### config.mk
export PLATFORM = sky130hd
export DESIGN_NAME = lin_frame_rx
export DESIGN_NICKNAME = d
export VERILOG_FILES = /design/src/rtl/lin_frame_rx.sv
export SDC_FILE = /design/constraint.sdc
export NUM_CORES = 1
export LEC_CHECK = 0
export CORE_ASPECT_RATIO = 0.75
export CORE_MARGIN = 3
export CORE_UTILIZATION = 51
export DETAILED_ROUTE_END_ITERATION = 8
export GPL_ROUTABILITY_DRIVEN = 0
export PLACE_DENSITY = 0.87
export REMOVE_ABC_BUFFERS = 1
export SYNTH_ARGS = -nofsm -noshare
export SYNTH_HDL_FRONTEND = slang
export SYNTH_SLANG_ARGS = --single-unit
### constraint.sdc
create_clock -name sys_clk -period 2.5 [get_ports sys_clk]
set_input_delay 0.25 -clock sys_clk [delete_from_list [all_inputs] [get_ports sys_clk]]
set_output_delay 0.25 -clock sys_clk [all_outputs]
set_load 0.02 [all_outputs]
### src/rtl/lin_frame_rx.sv
// LIN frame decoder (break/sync/PID/data/checksum); result and error pulses appear one cycle after the deciding stop-bit sample.
// No backpressure, listen-only; define LIN_ENHANCED_CHECKSUM_EN to seed the checksum with the protected PID.
module lin_frame_rx #(
    parameter int CLKS_PER_BIT = 1,
    parameter int BREAK_BITS   = 13,
    parameter int DATA_BYTES   = 8,
    parameter int IDLE_TIMEOUT = 32
) (
    input  logic        sys_clk,
    input  logic        rstn,
    input  logic        sdi,
    output logic [5:0]  pid_out,
    output logic        pid_valid,
    output logic [63:0] data_out,
    output logic        frame_valid,
    output logic        sync_err,
    output logic        parity_err,
    output logic        checksum_err,
    output logic        framing_err,
    output logic        timeout_err,
    output logic        rx_busy
);
    localparam int HALF_BIT = CLKS_PER_BIT / 2;
    localparam int BCW      = (CLKS_PER_BIT > 1) ? $clog2(CLKS_PER_BIT) : 1;
    localparam int BKW      = $clog2(BREAK_BITS + 1);
    localparam int TOW      = $clog2(IDLE_TIMEOUT + 1);

    typedef enum logic [2:0] {S_IDLE, S_BREAK, S_WAIT_START, S_SHIFT, S_STOP} state_t;
    typedef enum logic [1:0] {F_SYNC, F_PID, F_DATA, F_CHECKSUM} field_t;

    state_t      state, state_nxt;
    field_t      field, field_nxt;
    logic        sdi_prev;
    logic [BCW-1:0] bit_cnt, bit_cnt_nxt, cnt_cur;
    logic [BKW-1:0] brk_cnt, brk_cnt_nxt;
    logic [TOW-1:0] to_cnt, to_cnt_nxt;
    logic [2:0]  bit_idx, bit_idx_nxt;
    logic [2:0]  byte_idx, byte_idx_nxt;
    logic [7:0]  shreg, shreg_nxt;
    logic [7:0]  sum, sum_nxt;
    logic [63:0] data_buf, data_buf_nxt;
    logic [5:0]  pid_nxt;
    logic [63:0] data_nxt;
    logic        pid_valid_nxt, frame_valid_nxt, sync_err_nxt, parity_err_nxt;
    logic        checksum_err_nxt, framing_err_nxt, timeout_err_nxt;
    logic        realign, sample, pid_ok;

    function automatic logic [7:0] add_carry(input logic [7:0] a, input logic [7:0] b);
        logic [8:0] s;
        s = {1'b0, a} + {1'b0, b};
        return s[7:0] + {7'd0, s[8]};
    endfunction

    // A falling edge while hunting for a break or start bit defines bit phase 0.
    assign realign = sdi_prev && !sdi && (state == S_IDLE || state == S_WAIT_START);
    assign cnt_cur = realign ? '0 : bit_cnt;
    assign sample  = (cnt_cur == BCW'(HALF_BIT));
    assign bit_cnt_nxt = (cnt_cur == BCW'(CLKS_PER_BIT - 1)) ? '0 : cnt_cur + 1'b1;

    assign pid_ok = (shreg[6] == (shreg[0] ^ shreg[1] ^ shreg[2] ^ shreg[4])) &&
                    (shreg[7] == ~(shreg[1] ^ shreg[3] ^ shreg[4] ^ shreg[5]));

    assign rx_busy = (state != S_IDLE);

    always_comb begin
        state_nxt        = state;
        field_nxt        = field;
        brk_cnt_nxt      = brk_cnt;
        to_cnt_nxt       = to_cnt;
        bit_idx_nxt      = bit_idx;
        byte_idx_nxt     = byte_idx;
        shreg_nxt        = shreg;
        sum_nxt          = sum;
        data_buf_nxt     = data_buf;
        pid_nxt          = pid_out;
        data_nxt         = data_out;
        pid_valid_nxt    = 1'b0;
        frame_valid_nxt  = 1'b0;
        sync_err_nxt     = 1'b0;
        parity_err_nxt   = 1'b0;
        checksum_err_nxt = 1'b0;
        framing_err_nxt  = 1'b0;
        timeout_err_nxt  = 1'b0;
        if (sample) begin
            case (state)
                S_IDLE: begin
                    if (sdi) begin
                        brk_cnt_nxt = '0;
                    end else if (brk_cnt == BKW'(BREAK_BITS - 1)) begin
                        state_nxt    = S_BREAK;
                        brk_cnt_nxt  = '0;
                        sum_nxt      = 8'h00;
                        data_buf_nxt = '0;
                    end else begin
                        brk_cnt_nxt = brk_cnt + 1'b1;
                    end
                end
                S_BREAK: begin
                    if (sdi) begin
                        state_nxt  = S_WAIT_START;
                        field_nxt  = F_SYNC;
                        to_cnt_nxt = '0;
                    end
                end
                S_WAIT_START: begin
                    if (!sdi) begin
                        state_nxt   = S_SHIFT;
                        bit_idx_nxt = '0;
                    end else if (to_cnt == TOW'(IDLE_TIMEOUT - 1)) begin
                        timeout_err_nxt = 1'b1;
                        state_nxt       = S_IDLE;
                    end else begin
                        to_cnt_nxt = to_cnt + 1'b1;
                    end
                end
                S_SHIFT: begin
                    shreg_nxt = {sdi, shreg[7:1]};
                    if (bit_idx == 3'd7) state_nxt = S_STOP;
                    else bit_idx_nxt = bit_idx + 1'b1;
                end
                S_STOP: begin
                    if (!sdi) begin
                        framing_err_nxt = 1'b1;
                        state_nxt       = S_IDLE;
                    end else begin
                        state_nxt  = S_WAIT_START;
                        to_cnt_nxt = '0;
                        case (field)
                            F_SYNC: begin
                                if (shreg != 8'h55) begin
                                    sync_err_nxt = 1'b1;
                                    state_nxt    = S_IDLE;
                                end else begin
                                    field_nxt = F_PID;
                                end
                            end
                            F_PID: begin
                                if (!pid_ok) begin
                                    parity_err_nxt = 1'b1;
                                    state_nxt      = S_IDLE;
                                end else begin
                                    pid_nxt       = shreg[5:0];
                                    pid_valid_nxt = 1'b1;
                                    field_nxt     = F_DATA;
                                    byte_idx_nxt  = '0;
`ifdef LIN_ENHANCED_CHECKSUM_EN
                                    sum_nxt = shreg;
`else
                                    sum_nxt = 8'h00;
`endif
                                end
                            end
                            F_DATA: begin
                                sum_nxt = add_carry(sum, shreg);
                                data_buf_nxt[8*byte_idx +: 8] = shreg;
                                if (byte_idx == 3'(DATA_BYTES - 1)) field_nxt = F_CHECKSUM;
                                else byte_idx_nxt = byte_idx + 1'b1;
                            end
                            F_CHECKSUM: begin
                                // Payload is only published once the checksum agrees.
                                if (shreg == ~sum) begin
                                    frame_valid_nxt = 1'b1;
                                    data_nxt        = data_buf;
                                end else begin
                                    checksum_err_nxt = 1'b1;
                                end
                                state_nxt = S_IDLE;
                            end
                        endcase
                    end
                end
                default: state_nxt = S_IDLE;
            endcase
        end
    end

    always_ff @(posedge sys_clk or negedge rstn) begin
        if (!rstn) begin
            state        <= S_IDLE;
            field        <= F_SYNC;
            sdi_prev     <= 1'b1;
            bit_cnt      <= '0;
            brk_cnt      <= '0;
            to_cnt       <= '0;
            bit_idx      <= '0;
            byte_idx     <= '0;
            shreg        <= '0;
            sum          <= '0;
            data_buf     <= '0;
            pid_out      <= '0;
            data_out     <= '0;
            pid_valid    <= 1'b0;
            frame_valid  <= 1'b0;
            sync_err     <= 1'b0;
            parity_err   <= 1'b0;
            checksum_err <= 1'b0;
            framing_err  <= 1'b0;
            timeout_err  <= 1'b0;
        end else begin
            state        <= state_nxt;
            field        <= field_nxt;
            sdi_prev     <= sdi;
            bit_cnt      <= bit_cnt_nxt;
            brk_cnt      <= brk_cnt_nxt;
            to_cnt       <= to_cnt_nxt;
            bit_idx      <= bit_idx_nxt;
            byte_idx     <= byte_idx_nxt;
            shreg        <= shreg_nxt;
            sum          <= sum_nxt;
            data_buf     <= data_buf_nxt;
            pid_out      <= pid_nxt;
            data_out     <= data_nxt;
            pid_valid    <= pid_valid_nxt;
            frame_valid  <= frame_valid_nxt;
            sync_err     <= sync_err_nxt;
            parity_err   <= parity_err_nxt;
            checksum_err <= checksum_err_nxt;
            framing_err  <= framing_err_nxt;
            timeout_err  <= timeout_err_nxt;
        end
    end
endmodule

==> qor.csv <==
stage,metric,value,unit
sta,final hold vios,0,
clocking,worst skew pair latency,430,ps
layout,antenna diode count,0,
floorplan,IO Pins,81,
routing,DRC Markers,0,
logic_synthesis,top post-synthesis cells by area,"dfrtp_1, nand2_1, a22o_1",
logic_synthesis,Synth cell types,57,
pwr,leakage power,4.65,nW
sta,post-layout min period,2550,ps
layout,Layout area overhead,24.4,%
sta,worst hold margin,355,ps
logic_synthesis,number of enable flip-flop cells after synthesis,0,
run_status,status,finished with violations,
setup_path,Worst EP required,2820,ps
global_route,GRT overflow,0,
routing,detailed-route via count,6130,
pwr,Pwr Density,607,mW/mm²
logic_synthesis,cells after synthesis,766,
setup_path,Setup CP Type,reg2reg,
logic_synthesis,area fraction of the dominant cell type after synthesis,57.3,%
pwr,peak supply drop,0.000460,V
routing,drt wl/cell,17.3,µm
global_route,number of global-route vias before repair,6089,
logic_synthesis,sequential fraction of the synthesis area,57.3,%
sta,Layout Skew,8.20,ps
global_route,largest net degree at the start of global routing,66,
floorplan,Die Span Y,113,µm
logic_synthesis,Yosys top cell by area,dfrtp_1,
setup_path,Critical Path Slowest Stage Cell,dfrtp_1,
logic_synthesis,Netlist Area Pre-Place,0.00778,mm²
setup_path,Setup crit end kind,flop,
logic_synthesis,"FF+latch count, synth",178,
setup_path,worst-path fanout max,3,
global_route,first-pass GRT wire length,31.2,mm
sta,Setup TNS,-62.9,ps
clocking,CTS sink count,178,
routing,drt pass-1 iters,5,
logic_synthesis,asr flop ratio synth,100,%
clocking,clock root cell,clkbuf_16,
layout,fillers,1089,
clocking,H-tree Lvls,4,
global_route,antenna violations before repair,0,
sta,Slew Limit Fails,0,
layout,multi-input logic area,0.00320,mm²
floorplan,Initial Util,52.9,%
routing,DRT Wirelength,18.8,mm
global_route,global-route total usage across every layer,23.3,%
logic_synthesis,Post-synth top flop,dfrtp_1,
setup_path,max incr delay on CP,390,ps
sta,Worst-Margin Slew,626,ps
placement,# port buffers,80,
setup_path,crit path cell chain,ha_2 -> fa_2 -> a21o_1 -> a21oi_2 -> nor2_1 -> a211o_1 -> ha_4 -> ha_4 -> and2_4 -> nand4_1 -> xnor2_1 -> a22o_1,
pwr,Tot Pwr,0.00587,W
sta,final worst setup slack,-46.0,ps
run_status,violated checks,negative setup slack,
routing,DRT iter0 DRCs,519,
setup_path,Worst EP arrival,2870,ps
layout,final net count,900,
layout,final std cells w/o fill,1084,
sta,# setup viols final,3,
sta,Max Clk Rate,393,MHz
floorplan,Die Width,149,µm
routing,Vias/cell,5.65,
setup_path,Worst setup SP type,flop,
clocking,cts bufs inserted,17,
routing,Final ANT Viol Nets,0,
clocking,"Clk pin slew, worst setup/hold paths",70,ps
sta,Final period util,102,%
setup_path,critical path's most frequent cell,ha_4,
sta,Worst slew margin,58.0,%
logic_synthesis,yosys warns,0,
hold_path,min-delay worst type,in2async,
floorplan,row count,38,
layout,layout cells sized above 1,11.9,%
job,# Max-Cap Violations,0,
clocking,CTS max path bufs,2,
floorplan,core box area,0.0147,mm²
logic_synthesis,most numerous cell in the Yosys netlist,nand2_1,
floorplan,Die ar.,0.0168,mm²
sta,RSZ-0062 raised after global routing,true,
placement,post-detail-place hpwl,12.1,mm
layout,Seq. cell area,0.00445,mm²
logic_synthesis,Synth Area per Inst,10.2,µm²
placement,pre-CTS setup slack,-188,ps
logic_synthesis,commonest cells in the netlist,"nand2_1, dfrtp_1, a22o_1",
placement,Placed Cells,1050,
clocking,CTS tree,built,
-- state kept, by name, summed over array words and instances (netlist names), 2 cells and up --
signal    flops
data_buf     64
data_out     64
shreg         8
sum           8
pid_out       6
to_cnt        6
brk_cnt       4
bit_idx       3
byte_idx      3
state         3
field         2
-- path summary, 6_finish.rpt --
path	cells past startpoint	slack, ps	start	to
max in group asynchronous	3	1370	rstn	shreg[6]$_DFFE_PN0P_
min in group sys_clk	2	470	sdi	framing_err$_DFF_PN0_
hold reg to reg	2	470	data_buf[30]$_DFFE_PN0P_	data_out[30]$_DFFE_PN0P_
hold / removal	2	350	rstn	data_out[45]$_DFFE_PN0P_
setup / recovery	12	-50	sum[0]$_DFFE_PN0P_	sum[6]$_DFFE_PN0P_
setup reg to reg	12	-50	sum[0]$_DFFE_PN0P_	sum[6]$_DFFE_PN0P_
-- through the flow --
stage	utilization (%)	area (µm²)
3_3_place_gp	61.2	8990
6_report	65.9	9680
5_1_grt	65.9	9680
4_1_cts	65.5	9630
3_5_place_dp	61.2	8990
2_1_floorplan	-	7630
-- timing repair --
item,in CTS,in global routing
hold buffers,1,0
endpoints found under the hold margin,60,0
endpoints found under the setup margin,5,9
resized for setup,6,9
pin swaps,6,1
gates cloned,0,0
setup buffers,1,0
-- critical path, delay by kind of cell (launching register included) --
kind / cells / cell delay, ps
compound gates: 4 / 760
simple gates: 3 / 300
flops: 1 / 390
xor+xnor: 1 / 80
fa+ha+maj: 4 / 900
-- layer usage --
| metal | part of all wire (%) | routed length, µm | global-route usage (%) |
|---|---|---|---|
| met3 | 7.0 | 1310 | 6.04 |
| met4 | 1.9 | 352 | 7.32 |
| met2 | 46 | 8570 | 35.0 |
| met1 | 45 | 8520 | 33.6 |
| met5 | 0 | 0 | 0 |
-- area by class of cell --
type	instances	share of cell area, %
Sequential cell	178	46.0
Clock inverter	13	1.73
Tap cell	200	2.59
Multi-Input combinational cell	543	33.0
Inverter	13	0.504
Clock buffer	19	4.58
Timing Repair Buffer	118	11.5
-- cells in the final DEF, fill, tap and decap left out, types with 8 or more instances in the layout --
master           count
xnor2_1             13
buf_4               35
a22o_1              61
ha_1                22
nand3_1              9
inv_1               11
nor3_1              11
clkbuf_16           17
nor2_1              27
o21ai_0             31
a21oi_1              8
dfrtp_1            178
clkdlybuf4s50_1     79
mux2_2              13
nand2_1            263
-- cell families after synthesis --
family,synth area share (%)
AO/OA/AOI/OAI,13.2
XOR/XNOR,2.20
adder cells (fa/ha/maj),4.28
buffers and inverters,2.45
flip-flops,57.3
AND/OR/NAND/NOR,18.7
multiplexers,1.88
-- report_power, final --
group / switching [W] / internal (W)
logic: 0.000155 / 0.0000677
registers: 0.00000855 / 0.00289
clock network: 0.00121 / 0.00154
(Power assumes the default switching activity.)
